===== src/rtl/video_pkg.sv =====
`default_nettype none
// ============================================================================
// Package     : video_pkg
// Description : Shared types and constants for the screen-RAM write path.
//               Bank numbers of the two screen pages, the writer FSM state
//               encoding and the layout of one queued write.
// Revision    : 1.0 - initial release
// ============================================================================
package video_pkg;

  // 128K banks that hold a displayable screen
  localparam logic [2:0] BANK_SCR0 = 3'd5;
  localparam logic [2:0] BANK_SCR1 = 3'd7;

  // Default VRAM address width: bit 14 selects bank 5/7, bits 13:0 offset
  localparam int VW_AW = 15;

  typedef enum logic [1:0] {
    IDLE  = 2'd0,
    ARM   = 2'd1,
    WRITE = 2'd2
  } vw_state_t;

  typedef struct packed {
    logic [VW_AW-1:0] a;
    logic [7:0]       d;
  } vw_entry_t;

endpackage
`default_nettype wire


===== src/rtl/scr_wr_fifo.sv =====
`default_nettype none
// ============================================================================
// Module      : scr_wr_fifo
// Description : Small circular buffer of pending screen writes. Besides the
//               usual push/pop it exposes the address of the newest entry and
//               can rewrite that entry's data in place, so repeated writes to
//               one location collapse into a single queued write.
// Ports       : clk, rst_n          clock, async active-low reset
//               push/push_a/push_d  enqueue one {address, data}
//               pop                 drop the head entry
//               rewrite/rewrite_d   replace data of the newest entry
//               head_a/head_d       oldest entry
//               tail_a              address of the newest entry
//               level/full/empty    occupancy
// Revision    : 1.0 - initial release
// ============================================================================
module scr_wr_fifo
  import video_pkg::*;
#(
  parameter int DEPTH = 4,
  parameter int AW    = VW_AW
) (
  input  logic                   clk,
  input  logic                   rst_n,
  input  logic                   push,
  input  logic [AW-1:0]          push_a,
  input  logic [7:0]             push_d,
  input  logic                   pop,
  input  logic                   rewrite,
  input  logic [7:0]             rewrite_d,
  output logic [AW-1:0]          head_a,
  output logic [7:0]             head_d,
  output logic [AW-1:0]          tail_a,
  output logic [$clog2(DEPTH):0] level,
  output logic                   full,
  output logic                   empty
);

  localparam int PW = $clog2(DEPTH);
  localparam int LW = PW + 1;

  logic [AW-1:0] mem_a [DEPTH];
  logic [7:0]    mem_d [DEPTH];

  logic [PW-1:0] rd_ptr;
  logic [PW-1:0] wr_ptr;
  logic [PW-1:0] tail_ptr;
  logic          do_push;
  logic          do_pop;

  assign empty    = (level == '0);
  assign full     = (level == LW'(DEPTH));
  // Pointers are PW bits wide, so they wrap at DEPTH on their own.
  assign tail_ptr = wr_ptr - PW'(1);

  assign do_pop   = pop & ~empty;
  // A push into a full buffer is legal only when the head leaves this cycle.
  assign do_push  = push & (~full | do_pop);

  assign head_a   = mem_a[rd_ptr];
  assign head_d   = mem_d[rd_ptr];
  assign tail_a   = mem_a[tail_ptr];

  always_ff @(posedge clk or negedge rst_n) begin
    if (!rst_n) begin
      rd_ptr <= '0;
      wr_ptr <= '0;
      level  <= '0;
    end else begin
      if (do_push) wr_ptr <= wr_ptr + PW'(1);
      if (do_pop)  rd_ptr <= rd_ptr + PW'(1);
      case ({do_push, do_pop})
        2'b10:   level <= level + LW'(1);
        2'b01:   level <= level - LW'(1);
        default: level <= level;
      endcase
    end
  end

  // Storage needs no reset: occupancy alone decides what is valid.
  always_ff @(posedge clk) begin
    if (do_push) begin
      mem_a[wr_ptr] <= push_a;
      mem_d[wr_ptr] <= push_d;
    end
    if (rewrite) begin
      mem_d[tail_ptr] <= rewrite_d;
    end
  end

endmodule
`default_nettype wire


===== src/rtl/vram_writer.sv =====
`default_nettype none
// ============================================================================
// Module      : vram_writer
// Description : Snoops Z80 memory writes, keeps those that land in screen RAM
//               (bank 5 or bank 7), queues them and replays them into the
//               dual-page VRAM during 7 MHz slots the video reader leaves free.
// Ports       : clk_sys, reset_n    master clock, async active-low reset
//               ce_7mp              7 MHz slot enable
//               addr, din           CPU address / write data
//               nMREQ, nWR, nRFSH   CPU bus strobes (active low)
//               m128, page_ram      128K paging state (bank at C000-FFFF)
//               rd_busy             video reader owns VRAM this slot
//               ovf_clr             clears the sticky overflow flag
//               vram_we/waddr/wdata one-cycle VRAM write
//               level               queue occupancy
//               overflow            sticky: a screen write was dropped
// Revision    : 1.0 - initial release
// ============================================================================
module vram_writer
  import video_pkg::*;
#(
  parameter int DEPTH = 4,
  parameter int AW    = VW_AW
) (
  input  logic                   clk_sys,
  input  logic                   reset_n,
  input  logic                   ce_7mp,
  input  logic [15:0]            addr,
  input  logic [7:0]             din,
  input  logic                   nMREQ,
  input  logic                   nWR,
  input  logic                   nRFSH,
  input  logic                   m128,
  input  logic [2:0]             page_ram,
  input  logic                   rd_busy,
  input  logic                   ovf_clr,
  output logic                   vram_we,
  output logic [AW-1:0]          vram_waddr,
  output logic [7:0]             vram_wdata,
  output logic [$clog2(DEPTH):0] level,
  output logic                   overflow
);

  localparam int LW = $clog2(DEPTH) + 1;

  vw_state_t     state;
  vw_state_t     state_nx;

  logic          wr_act;
  logic          wr_act_q;
  logic          capture;
  logic          dec_hit;
  logic [AW-1:0] dec_a;

  logic          fire;
  logic          coalesce;
  logic          push_req;
  logic          push;
  logic          drop;

  logic [AW-1:0] head_a;
  logic [7:0]    head_d;
  logic [AW-1:0] tail_a;
  logic          full;
  logic          empty;

  // --------------------------------------------------------------------------
  // Write detection: one capture on the rising edge of the combined strobe;
  // refresh cycles never count.
  // --------------------------------------------------------------------------
  assign wr_act  = ~nMREQ & ~nWR & nRFSH;
  assign capture = wr_act & ~wr_act_q;

  always_ff @(posedge clk_sys or negedge reset_n) begin
    if (!reset_n) wr_act_q <= 1'b0;
    else          wr_act_q <= wr_act;
  end

  // --------------------------------------------------------------------------
  // Screen-RAM decode. 4000-7FFF is always bank 5; C000-FFFF only when the
  // 128K map is on and bank 5 or 7 is paged in.
  // --------------------------------------------------------------------------
  always_comb begin
    dec_hit = 1'b0;
    dec_a   = '0;
    if (addr[15:14] == 2'b01) begin
      dec_hit = 1'b1;
      dec_a   = AW'({1'b0, addr[13:0]});
    end else if (addr[15:14] == 2'b11 && m128) begin
      if (page_ram == BANK_SCR0) begin
        dec_hit = 1'b1;
        dec_a   = AW'({1'b0, addr[13:0]});
      end else if (page_ram == BANK_SCR1) begin
        dec_hit = 1'b1;
        dec_a   = AW'({1'b1, addr[13:0]});
      end
    end
  end

  // --------------------------------------------------------------------------
  // Queue control
  // --------------------------------------------------------------------------
  assign fire     = (state == ARM) & ce_7mp & ~rd_busy & ~empty;

  // Merge into the newest entry unless that entry is the head leaving now,
  // in which case the write must be queued behind it instead.
  assign coalesce = capture & dec_hit & ~empty & (tail_a == dec_a)
                  & ~(fire & (level == LW'(1)));
  assign push_req = capture & dec_hit & ~coalesce;
  assign push     = push_req & (~full | fire);
  assign drop     = push_req & full & ~fire;

  scr_wr_fifo #(
    .DEPTH (DEPTH),
    .AW    (AW)
  ) u_fifo (
    .clk       (clk_sys),
    .rst_n     (reset_n),
    .push      (push),
    .push_a    (dec_a),
    .push_d    (din),
    .pop       (fire),
    .rewrite   (coalesce),
    .rewrite_d (din),
    .head_a    (head_a),
    .head_d    (head_d),
    .tail_a    (tail_a),
    .level     (level),
    .full      (full),
    .empty     (empty)
  );

  // --------------------------------------------------------------------------
  // Replay FSM
  // --------------------------------------------------------------------------
  always_ff @(posedge clk_sys or negedge reset_n) begin
    if (!reset_n) state <= IDLE;
    else          state <= state_nx;
  end

  always_comb begin
    state_nx = state;
    unique case (state)
      // Leave IDLE on the capture edge itself so the very next slot can fire.
      IDLE:    if (push) state_nx = ARM;
      ARM:     if (fire) state_nx = WRITE;
      WRITE:   state_nx = (!empty || push) ? ARM : IDLE;
      default: state_nx = IDLE;
    endcase
  end

  // --------------------------------------------------------------------------
  // VRAM write port and sticky overflow
  // --------------------------------------------------------------------------
  always_ff @(posedge clk_sys or negedge reset_n) begin
    if (!reset_n) begin
      vram_we    <= 1'b0;
      vram_waddr <= '0;
      vram_wdata <= '0;
      overflow   <= 1'b0;
    end else begin
      vram_we <= fire;
      if (fire) begin
        vram_waddr <= head_a;
        vram_wdata <= head_d;
      end
      // A new drop outranks a clear in the same cycle.
      if (drop)         overflow <= 1'b1;
      else if (ovf_clr) overflow <= 1'b0;
    end
  end

endmodule
`default_nettype wire

===== config.mk =====
export PLATFORM = sky130hd
export DESIGN_NAME = vram_writer
export DESIGN_NICKNAME = d
export VERILOG_FILES = /design/src/rtl/video_pkg.sv /design/src/rtl/scr_wr_fifo.sv /design/src/rtl/vram_writer.sv
export SDC_FILE = /design/constraint.sdc
export NUM_CORES = 1
export LEC_CHECK = 0
export BUFFER_PORTS_ARGS = -buffer_cell sky130_fd_sc_hd__buf_4
export CORE_UTILIZATION = 25
export CTS_CLUSTER_SIZE = 10
export DETAILED_ROUTE_END_ITERATION = 10
export SLEW_MARGIN = 0
export SYNTH_ARGS = -nofsm -noshare
export SYNTH_HDL_FRONTEND = slang
export SYNTH_SLANG_ARGS = --single-unit

===== constraint.sdc =====
create_clock -name clk_sys -period 4.7 [get_ports clk_sys]
set_clock_uncertainty 0.05 [all_clocks]
set_input_delay 0.94 -clock clk_sys [delete_from_list [all_inputs] [get_ports clk_sys]]
set_output_delay 0.94 -clock clk_sys [all_outputs]
set_load 0.01 [all_outputs]

======== Word-level counts from Yosys, hierarchy flattened ========
Memories as Yosys holds them, arrays and structs flattened. A register that Yosys moved wholly into a read port is not among the register bits.
Index checks and enable logic that the tools add are counted.
cells by class
  add/subtract/negate cells ............... 5
  equality and inequality tests ........... 13
  muxes and demuxes ....................... 22
  bitwise operators ....................... 28
  reductions and logical operators ........ 11
operators with widths
  cell                                                                 number
  15-bit 2-to-1 mux                                                    4
  1-bit bitwise AND                                                    17
  15-bit == test                                                       1
  1-bit 2-to-1 mux                                                     12
  3-bit == test (second input constant)                                3
  1-bit NOT                                                            9
  8-bit 2-to-1 mux                                                     1
  8-bit OR reduction                                                   1
  2-bit by 1-bit == test with 1-bit output (second input constant)     3
  2-bit == test (second input constant)                                3
  2-bit 2-to-1 mux                                                     3
  2-bit one-hot mux with 3 select lines                                1
  3-bit one-hot mux with 2 select lines                                1
  2-bit by 1-bit adder with 2-bit output (second input constant)       2
  2-bit inequality test (second input constant)                        2
  2-bit nonzero test                                                   2
  3-bit by 1-bit adder with 3-bit output (second input constant)       1
  3-bit by 1-bit == test with 1-bit output (second input constant)     1
  1-bit zero test                                                      3
  3-bit zero test                                                      1
  3-bit by 1-bit subtractor with 3-bit output (second input constant)  1
  2-bit zero test                                                      1
  1-bit bitwise OR                                                     2
  2-bit AND reduction                                                  1
  3 further kinds                                                      3
word-level totals
  flip-flop bits (word level) ............. 12
  bits in writable memories ............... 92
  bits of input ports ..................... 36
  output and inout bits ................... 28
  logic and storage cells ................. 88
  memories kept ........................... 2
memories
  name          words  width  rd ports  clocked after Yosys merged registers in  write ports  line               RTL
  u_fifo.mem_a  4      15     2         1                                        1            scr_wr_fifo.sv:42  logic [AW-1:0] mem_a [DEPTH];
  u_fifo.mem_d  4      8      1         1                                        1            scr_wr_fifo.sv:43  logic [7:0] mem_d [DEPTH];

======== Logic depth before layout (Yosys ltp) ========
Gate-level depths: netlist of run 1.
  word-level depth ........................ 16
  gate-level depth with buffers ........... 16

======== Hierarchy ========
A second synthesis of run 1 with hierarchy kept.
second synthesis, totals
  cells, all modules ...................... 427
  area total of the unflattened synthesis .. 6253.5 µm²
by module, submodules not included
  module       times used  cells each  area each (µm²)  sequential area each (µm²)
  scr_wr_fifo  1           247         4733.3           2937.8
  vram_writer  1           180         1520.2           700.7

======== Worst setup path after synthesis of run 1 ========
Ideal clock, no wire load.
  path type ............................... register to register
  start point ............................. reg u_fifo.wr_ptr[0]
  end point ............................... mem u_fifo.mem_d[0][0], enable pin
  data arrival time ....................... 3.195 ns
  data required time ...................... 4.276 ns
  path slack .............................. 1.081 ns
  stages on the path, launching flop included .. 13
  buffers on the path ..................... 3
  clock period less this slack ............ 3.619 ns
  cells stage by stage .................... dfrtp_1 > buf_4 > inv_1 > ha_1 > buf_2 > buf_2 > mux4_2 > nand3b_1 > nor3_1 > a311oi_1 > a311oi_2 > a211o_1 > o21ai_1
on the way
  word-level cells in the longest chain between the ends .. 12
RTL lines
  element                                          line                RTL
  start, declared                                  scr_wr_fifo.sv:46   logic [PW-1:0] wr_ptr;
  start signal, assigned                           scr_wr_fifo.sv:70   if (do_push) wr_ptr <= wr_ptr + PW'(1);
  2-bit by 1-bit subtractor with 2-bit output (*)  scr_wr_fifo.sv:54   assign tail_ptr = wr_ptr - PW'(1);
  named net u_fifo.tail_ptr[0]                     scr_wr_fifo.sv:47   logic [PW-1:0] tail_ptr;
  memory 4 x 15 bit                                n/a
  15-bit == test                                   vram_writer.sv:107  assign coalesce = capture & dec_hit & ~empty & (tail_a == dec_a)
  1-bit bitwise AND                                vram_writer.sv:107
  1-bit bitwise AND                                vram_writer.sv:108  & ~(fire & (level == LW'(1)));
  1-bit NOT                                        vram_writer.sv:109  assign push_req = capture & dec_hit & ~coalesce;
  1-bit bitwise AND                                vram_writer.sv:109
  1-bit bitwise AND                                vram_writer.sv:110  assign push = push_req & (~full | fire);
  1-bit bitwise AND                                scr_wr_fifo.sv:58   assign do_push = push & (~full | do_pop);
  1-bit 2-to-1 mux                                 scr_wr_fifo.sv:82   if (do_push) begin
  1-bit 2-to-1 mux (not written as such)           scr_wr_fifo.sv:84   mem_d[wr_ptr] <= push_d;
  1-bit 2-to-1 mux (no source line)                n/a
  end, declared                                    scr_wr_fifo.sv:43
The timed path passes the listed nets; every way through them passes the cells marked *.

======== Worst setup path in the final report of run 1 ========
  start point ............................. reg u_fifo.wr_ptr[1]
  end point ............................... mem u_fifo.mem_d[2][3], enable pin
on the way
  word-level cells in the longest chain between the ends .. 12
RTL lines
  element                                      line
  2-bit by 1-bit subtractor with 2-bit output  scr_wr_fifo.sv:54
  memory 4 x 15 bit                            n/a
  15-bit == test                               vram_writer.sv:107
  1-bit bitwise AND                            vram_writer.sv:107
  1-bit bitwise AND                            vram_writer.sv:108
  1-bit NOT                                    vram_writer.sv:109
  1-bit bitwise AND                            vram_writer.sv:109
  1-bit bitwise AND                            vram_writer.sv:110
  1-bit bitwise AND                            scr_wr_fifo.sv:58
  1-bit 2-to-1 mux                             scr_wr_fifo.sv:82
  1-bit 2-to-1 mux (not written as such)       scr_wr_fifo.sv:84
  1-bit 2-to-1 mux (no source line)            n/a
Parallel ways exist; a longest one is shown, timed or not.

==> flow_metrics.env, run 1 <==
export IMPL_worst_ep_required_time_ns=4.70
export IMPL_grt_max_degree=36
export IMPL_via_per_inst=4.65
export IMPL_worstPathCellList="inv_1 -> ha_1 -> buf_4 -> mux4_2 -> xnor2_1 -> a311oi_1 -> a311oi_2 -> a21oi_4 -> a32o_1"
export IMPL_synth_distinct_cells=49
export IMPL_rows=55
export IMPL_numPortBuffers=63
export IMPL_fillers=2178
export IMPL_syn_inst=337
export IMPL_period_share_pct=81.5
export IMPL_worst_path_stages=9
export IMPL_clock_sinks=127
export IMPL_antenna_found_initial=0
export IMPL_powerDensity_nw_per_um2=349
export IMPL_htreeDepth=4
export IMPL_clk_pin_slew_ns=0.06
export IMPL_yosys_register_bits=127
export IMPL_setup_viol=0
export IMPL_firstDrtPassIters=4
export IMPL_ir_worst_vdd_mv=0.186
export IMPL_worstHoldPathType="input port to async pin"
export IMPL_holdWs_ns=0.455
export IMPL_crit_type="flip-flop to flip-flop"
export IMPL_crit_slowest_cell="ha_1"
export IMPL_routed_wl_um=12900
export IMPL_dp_hpwl_um=8540
export IMPL_cp_end_kind="flip-flop"
export IMPL_grt_pass1_vias=3527
export IMPL_critPathMaxFanout=11
export IMPL_syn_nets=382
export IMPL_finalSetupTns_ns=0
export IMPL_crit_path_start_kind="flip-flop"
export IMPL_ys_flop_type="edfxtp_1"
export IMPL_p_leak_uw=0.00253
export IMPL_avgSynthCellArea_um2=17.1
export IMPL_routed_via_count=3335
export IMPL_critical_path_buf_inv_count=2
export IMPL_die_h_um=154
export IMPL_fin_ws_ns=0.868
export IMPL_synth_edf_count=92
export IMPL_ios=64
export IMPL_grt_pass1_wl_um=20500
export IMPL_cp_data_arrival_time_ns=3.83
export IMPL_overflow=0
export IMPL_drc=0
export IMPL_ys_seq_area_share_pct=63.1
export IMPL_clkLatencyLatePin_ns=0.41
export IMPL_slowest_delay_ns=0.63
export IMPL_fp_dieW_um=154
export IMPL_drv_slew=0
export IMPL_syn_area_um2=5770
export IMPL_final_hold_violation_count=0
export IMPL_clockBufferDepth=2
export IMPL_ant_nets=0
export IMPL_yosys_warnings=0
export IMPL_first_iter_violations=260
export IMPL_start_util_pct=25.5
export IMPL_gp_congestion=0.732
export IMPL_status="completed"
export IMPL_synthArstFlopShare_pct=27.6
export IMPL_rsz0062_at_grt="no"
export IMPL_tightest_slew_ns=0.817
export IMPL_cts_resized_gates=0
export IMPL_multi_input_area_um2=2010
export IMPL_nets=464
export IMPL_grt_usage_pct=11.8
export IMPL_cp_top_family="compound AO/OA/AOI/OAI gates"
export IMPL_coreArea_um2=22600
export IMPL_pre_cts_slack_ns=0.869
export IMPL_drv_cap=0
export IMPL_n_antenna_cell=0
export IMPL_min_period_ns=3.83
export IMPL_regArea_um2=3640
export IMPL_postCtsSetupBuffers=0
export IMPL_drive_above_1_share_pct=40.7
export IMPL_wl_per_cell_um=18.0
export IMPL_timing_fmax_mhz=261
export IMPL_syn2layout_area_growth_pct=24.9
export IMPL_ctsHoldBuffers=0
export IMPL_relSlewSlack_pct=45.6
export IMPL_cts_made_buffers=17
export IMPL_cts_tree="done"
export IMPL_dieArea_um2=23700
export IMPL_ff2ff_path_depth=9
export IMPL_root_buffer="clkbuf_16"
## Yosys cell counts (4+ instances only)
master / count / area (um^2)
a211oi_1: 4 / 30.0
nand2_1: 6 / 22.5
clkbuf_1: 7 / 26.3
nand3b_1: 6 / 45.0
o21ai_0: 5 / 25.0
and2_1: 18 / 113
nor2_1: 12 / 45.0
dfrtp_1: 35 / 876
ha_1: 9 / 113
xnor2_1: 12 / 105
inv_1: 15 / 56.3
mux4_2: 38 / 856
edfxtp_1: 92 / 2760
mux2_2: 23 / 259
## stage by stage
stage / utilization [%] / cell area (um^2) / total power, uW / cells
after floorplan: - / 5770 / 1250 / 337
after global routing: 31.8 / 7200 / 2600 / 717
after detailed placement: 29.3 / 6630 / 1300 / 685
final: 31.8 / 7200 / 2510 / 717
after global placement: 29.3 / 6630 / 1290 / 685
after CTS: 31.8 / 7200 / 2540 / 717
## final cells by class
| cell class | instances | share of cell area [%] |
|---|---|---|
| Inverter | 15 | 0.782 |
| Clock buffer | 20 | 6.34 |
| Timing Repair Buffer | 76 | 7.92 |
| Multi-Input combinational cell | 182 | 27.9 |
| Sequential cell | 127 | 50.5 |
| Clock inverter | 12 | 1.55 |
| Tap cell | 285 | 4.95 |
## kinds of logic (layout without fill, tap and decap cells)
group,Yosys count,count (layout),synth area share (%)
XOR/XNOR,15,15,2.28
flip-flops,127,127,63.1
multiplexers,63,63,19.7
buffers and inverters,28,123,2.06
AND/OR/NAND/NOR,65,65,6.88
AO/OA/AOI/OAI,30,30,4.06
adder cells (fa/ha/maj),9,9,1.95
## cell usage in the layout (no fill, tap or decap), types with 12 or more instances in the layout
cell type / instances
inv_1: 15
edfxtp_1: 92
clkbuf_16: 17
and2_1: 18
dfrtp_1: 34
mux2_2: 23
nor2_1: 12
buf_4: 76
mux4_2: 38
xnor2_1: 12
## sequential cells by signal, summed over array words and instances, names as in the netlist
signal / cells
state: 2
vram_we: 1
u_fifo.rd_ptr: 2
vram_wdata: 8
overflow: 1
wr_act_q: 1
u_fifo.wr_ptr: 2
u_fifo.mem_d: 32
u_fifo.mem_a: 60
u_fifo.level: 3
vram_waddr: 15
## where the power goes
part           total (uW)  internal [uW]  switching [uW]  leakage, uW
Combinational        68.3           30.8            37.5      0.00107
Clock                1240            755             483     0.000261
Sequential           1200           1200           0.370      0.00120
## layer usage
metal  global-route usage (%)  share of wire (%)
met1                     15.0                 44
met2                     19.0                 49
met3                     3.75                6.2
met4                     3.90                1.1
met5                        0                  0
## path summary, 6_finish.rpt
check	startpoint	end	slack, ns
worst max-delay path	u_fifo.wr_ptr[1]	u_fifo.mem_d[2][3]	0.87
worst min-delay path	reset_n	u_fifo.level[2]	0.46
worst max register to register	u_fifo.wr_ptr[1]	u_fifo.mem_d[2][3]	0.87
worst min register to register	vram_wdata[7]	vram_wdata[7]	0.46
max in group asynchronous	reset_n	u_fifo.rd_ptr[1]	3.76
min in group clk_sys	vram_wdata[7]	vram_wdata[7]	0.46
Note: power is estimated with default switching activity, not from simulation.
==> inputs of run 2 (changes only) <==
==> constraint.sdc (replaced) <==
create_clock -name clk_sys -period 3.8 [get_ports clk_sys]
set_clock_uncertainty 0.05 [all_clocks]
set_input_delay 0.76 -clock clk_sys [delete_from_list [all_inputs] [get_ports clk_sys]]
set_output_delay 0.76 -clock clk_sys [all_outputs]
set_load 0.01 [all_outputs]
==> flow_metrics.env, run 2 (synthesis gave the netlist of run 1 again) <==
export IMPL_rows=55
export IMPL_dp_hpwl_um=8820
export IMPL_drive_above_1_share_pct=40.7
export IMPL_regMostFlops="u_fifo.mem_a"
export IMPL_root_buffer="clkbuf_16"
export IMPL_r2r_start="u_fifo.wr_ptr[1]"
export IMPL_timing_fmax_mhz=286
export IMPL_critPathMaxFanout=10
export IMPL_cts_tree="done"
export IMPL_reg2reg_slack_ns=0.30
export IMPL_n_antenna_cell=0
export IMPL_grt_pass1_vias=3512
export IMPL_drv_slew=0
export IMPL_min_period_ns=3.50
export IMPL_coreArea_um2=22600
export IMPL_ctsHoldBuffers=0
export IMPL_first_iter_violations=129
export IMPL_overflow=0
export IMPL_ant_nets=0
export IMPL_grt_pass1_wl_um=20100
export IMPL_ios=64
export IMPL_layout_common_cells="edfxtp_1 (92), buf_4 (75), mux4_2 (38)"
export IMPL_status="completed"
export IMPL_mostFrequentLayoutCell="edfxtp_1"
export IMPL_crit_type="flip-flop to flip-flop"
export IMPL_ff2ff_path_depth=10
export IMPL_relSlewSlack_pct=26.3
export IMPL_antenna_found_initial=0
export IMPL_gp_congestion=0.738
export IMPL_clockBufferDepth=2
export IMPL_clock_sinks=127
export IMPL_drc=0
export IMPL_ir_worst_vdd_mv=0.262
export IMPL_cp_top_family="compound AO/OA/AOI/OAI gates"
export IMPL_total_power_uw=3180
export IMPL_numPortBuffers=63
export IMPL_via_per_inst=4.65
export IMPL_setup_viol=0
export IMPL_final_hold_violation_count=0
export IMPL_tightest_slew_ns=1.10
export IMPL_biggestRegsByFlops="u_fifo.mem_a x60, u_fifo.mem_d x32, vram_waddr x15"
export IMPL_syn2layout_area_growth_pct=26.6
export IMPL_cts_made_buffers=17
export IMPL_critical_path_buf_inv_count=2
export IMPL_worstPathCellList="inv_1 -> ha_2 -> buf_4 -> mux4_2 -> xor2_1 -> o22ai_1 -> a22oi_1 -> nor3_4 -> a21oi_4 -> a22o_1"
export IMPL_htreeDepth=4
export IMPL_nets=467
export IMPL_slowest_delay_ns=0.45
export IMPL_period_share_pct=92.0
export IMPL_largest_reg_flops=60
export IMPL_holdWs_ns=0.277
export IMPL_fp_dieW_um=154
export IMPL_dieArea_um2=23700
export IMPL_powerDensity_nw_per_um2=436
export IMPL_clkLatencyLatePin_ns=0.42
export IMPL_die_h_um=154
export IMPL_grt_usage_pct=11.6
export IMPL_worst_ep_required_time_ns=3.82
export IMPL_rsz0062_at_grt="no"
export IMPL_start_util_pct=25.5
export IMPL_p_leak_uw=0.00260
export IMPL_reg2reg_to="u_fifo.mem_d[3][0]"
export IMPL_clk_pin_slew_ns=0.05
export IMPL_finalSetupTns_ns=0
export IMPL_firstDrtPassIters=4
export IMPL_routed_wl_um=12900
export IMPL_worst_path_stages=10
export IMPL_crit_slowest_cell="a22o_1"
export IMPL_drv_cap=0
export IMPL_cp_data_arrival_time_ns=3.52
export IMPL_crit_path_start="u_fifo.wr_ptr[1]"
export IMPL_cp_endpoint="u_fifo.mem_d[3][0]"
export IMPL_routed_via_count=3348
export IMPL_grt_max_degree=36
export IMPL_crit_path_start_kind="flip-flop"
export IMPL_worstHoldPathType="input port to async pin"
export IMPL_wl_per_cell_um=17.9
export IMPL_cp_end_kind="flip-flop"
run 2: changes by cell type in the layout (fill, tap and decap cells not counted), moves of 2 or more:
cell / previous run / this run
buf_12: 0 / 4
clkinv_1: 0 / 4
clkinvlp_4: 6 / 1
bufinv_16: 1 / 3
run 2: power breakdown:
group | total (uW) | internal (uW) | switching [uW]
Combinational | 85.9 | 39.0 | 46.9
Sequential | 1490 | 1490 | 0.449
Clock | 1610 | 1040 | 573
Total | 3180 | 2560 | 620
run 2: layout make-up:
class / instances / area, um^2
Timing Repair Buffer: 79 / 643
Fill cell: 2180 / 15300
Sequential cell: 127 / 3640
Inverter: 15 / 56.3
Tap cell: 285 / 357
Clock buffer: 19 / 443
Clock inverter: 13 / 145
Multi-Input combinational cell: 182 / 2020
run 2: metrics by stage:
stage / util (%) / instances / setup WS, ns / area [um^2]
after detailed placement: 29.6 / 688 / 0.100 / 6700
after global placement: 29.6 / 688 / 0.151 / 6700
after CTS: 32.2 / 720 / 0.0692 / 7290
after global routing: 32.3 / 720 / 0.0692 / 7300
after floorplan: - / 337 / 0.181 / 5770
final: 32.3 / 720 / 0.305 / 7300
run 2: timing repair:
| action | in CTS | in global routing |
|---|---|---|
| setup endpoints to repair | 0 | 9 |
| resized for setup | 0 | 3 |
| setup buffers | 0 | 0 |
run 2: how the worst min path moves through the flow:
stage | to | start | slack, ns
2_1_floorplan | overflow | reset_n | 0.41
3_3_place_gp | vram_wdata[6] | vram_wdata[6] | 0.44
3_5_place_dp | vram_waddr[8] | vram_waddr[8] | 0.45
4_1_cts | state[0] | reset_n | 0.29
5_1_grt | u_fifo.level[1] | reset_n | 0.32
6_report | u_fifo.level[1] | reset_n | 0.28
run 2: metal layers:
layer | up-vias | part of all wire [%] | GRT usage [%]
li1 | 1506 | - | -
met1 | 1747 | 43 | 14.1
met2 | 86 | 51 | 19.4
met3 | 9 | 4.9 | 3.66
met4 | 0 | 1.0 | 3.86
met5 | - | 0 | 0
==> inputs of run 3 (changes only) <==
--- a/config.mk
+++ b/config.mk
@@ -6,9 +6,12 @@
 export NUM_CORES = 1
 export LEC_CHECK = 0
 export BUFFER_PORTS_ARGS = -buffer_cell sky130_fd_sc_hd__buf_4
+export CELL_PAD_IN_SITES_DETAIL_PLACEMENT = 1
+export CELL_PAD_IN_SITES_GLOBAL_PLACEMENT = 1
 export CORE_UTILIZATION = 25
 export CTS_CLUSTER_SIZE = 10
 export DETAILED_ROUTE_END_ITERATION = 10
+export PLACE_DENSITY_LB_ADDON = 0.1
 export SLEW_MARGIN = 0
 export SYNTH_ARGS = -nofsm -noshare
 export SYNTH_HDL_FRONTEND = slang
==> flow_metrics.env, run 3 (synthesis gave the netlist of run 1 again) <==
export IMPL_start_util_pct=25.5
export IMPL_biggestRegsByFlops="u_fifo.mem_a x60, u_fifo.mem_d x32, vram_waddr x15"
export IMPL_htreeDepth=4
export IMPL_regMostFlops="u_fifo.mem_a"
export IMPL_total_power_uw=3170
export IMPL_firstDrtPassIters=4
export IMPL_antenna_found_initial=0
export IMPL_n_antenna_cell=0
export IMPL_coreArea_um2=22600
export IMPL_crit_type="flip-flop to flip-flop"
export IMPL_powerDensity_nw_per_um2=436
export IMPL_fp_dieW_um=154
export IMPL_status="completed"
export IMPL_grt_max_degree=36
export IMPL_worstHoldPathType="input port to async pin"
export IMPL_routed_via_count=3311
export IMPL_relSlewSlack_pct=44.0
export IMPL_critPathMaxFanout=10
export IMPL_drc=0
export IMPL_cts_tree="done"
export IMPL_gp_congestion=0.689
export IMPL_p_leak_uw=0.00258
export IMPL_worst_ep_required_time_ns=3.82
export IMPL_finalSetupTns_ns=0
export IMPL_postCtsSetupBuffers=0
export IMPL_root_buffer="clkbuf_16"
export IMPL_clock_sinks=127
export IMPL_final_util_pct=32.1
export IMPL_mostFrequentLayoutCell="edfxtp_1"
export IMPL_final_hold_violation_count=0
export IMPL_cts_resized_gates=0
export IMPL_layout_common_cells="edfxtp_1 (92), buf_4 (78), mux4_2 (38)"
export IMPL_rsz0062_at_grt="no"
export IMPL_cts_made_buffers=17
export IMPL_clockBufferDepth=2
export IMPL_setup_viol=0
export IMPL_overflow=0
export IMPL_drv_cap=0
export IMPL_cp_data_arrival_time_ns=3.57
export IMPL_tightest_slew_ns=0.841
export IMPL_die_h_um=154
export IMPL_fin_ws_ns=0.249
export IMPL_wl_per_cell_um=19.6
export IMPL_ant_nets=0
export IMPL_numPortBuffers=63
export IMPL_syn2layout_area_growth_pct=26.1
export IMPL_ir_worst_vdd_mv=0.211
export IMPL_grt_pass1_vias=3611
export IMPL_clk_pin_slew_ns=0.06
export IMPL_timing_fmax_mhz=282
export IMPL_grt_usage_pct=12.9
export IMPL_rows=55
export IMPL_finalNonFillerCells=721
export IMPL_first_iter_violations=130
export IMPL_grt_pass1_wl_um=22100
export IMPL_dp_hpwl_um=9300
export IMPL_clkLatencyLatePin_ns=0.42
export IMPL_dieArea_um2=23700
export IMPL_routed_wl_um=14100
export IMPL_period_share_pct=93.4
export IMPL_cp_end_kind="flip-flop"
export IMPL_drv_slew=0
export IMPL_largest_reg_flops=60
export IMPL_place_inst=689
export IMPL_min_period_ns=3.55
export IMPL_pre_cts_slack_ns=0.0906
export IMPL_ctsHoldBuffers=0
export IMPL_ios=64
export IMPL_crit_path_start_kind="flip-flop"
export IMPL_drive_above_1_share_pct=41.5
export IMPL_via_per_inst=4.59
export IMPL_nets=468
run 3: power by group:
group          switching (uW)  internal, uW
Combinational            48.7          40.5
Sequential              0.339          1490
Clock                     667           923
Total                     716          2450
run 3: worst paths after layout:
| kind | start | end | slack, ns | cells after the start |
|---|---|---|---|---|
| min in group clk_sys | vram_wdata[7] | vram_wdata[7] | 0.46 | 1 |
| hold / removal | reset_n | u_fifo.level[0] | 0.29 | 1 |
| setup / recovery | u_fifo.wr_ptr[0] | u_fifo.mem_d[2][6] | 0.25 | 9 |
| max in group asynchronous | reset_n | u_fifo.rd_ptr[0] | 2.97 | 1 |
| hold reg to reg | vram_wdata[7] | vram_wdata[7] | 0.46 | 1 |
| setup reg to reg | u_fifo.wr_ptr[0] | u_fifo.mem_d[2][6] | 0.25 | 9 |
run 3: worst max-delay path: stages (launching register included):
cell	delay [ns]
dfrtp_1	0.39
inv_1	0.14
ha_1	0.32
buf_4	0.22
mux4_2	0.33
xnor2_1	0.14
or4_4	0.58
a311o_1	0.35
nor4_2	0.21
a32o_1	0.48
run 3: layer usage:
metal	vias to the layer above	track usage, %	wire [um]
met3	11	3.04	480
met2	61	21.5	7170
met4	0	4.71	165
met1	1726	16.2	6330
li1	1513	-	-
met5	-	0	0
run 3: cell type report:
class / instances / area, um^2
clock buffers: 17 / 425
fillers: 2351 / 15400
inverters: 15 / 56.3
well taps: 285 / 357
multi-input cells: 182 / 2010
flip-flops and latches: 127 / 3640
clock inverters: 15 / 156
repair buffers: 80 / 626
run 3: stage by stage:
stage          hold WS (ns)  cell area, um^2
2_1_floorplan         0.414             5770
3_3_place_gp          0.441             6690
3_5_place_dp          0.447             6690
4_1_cts               0.310             7270
5_1_grt               0.327             7270
6_report              0.294             7270
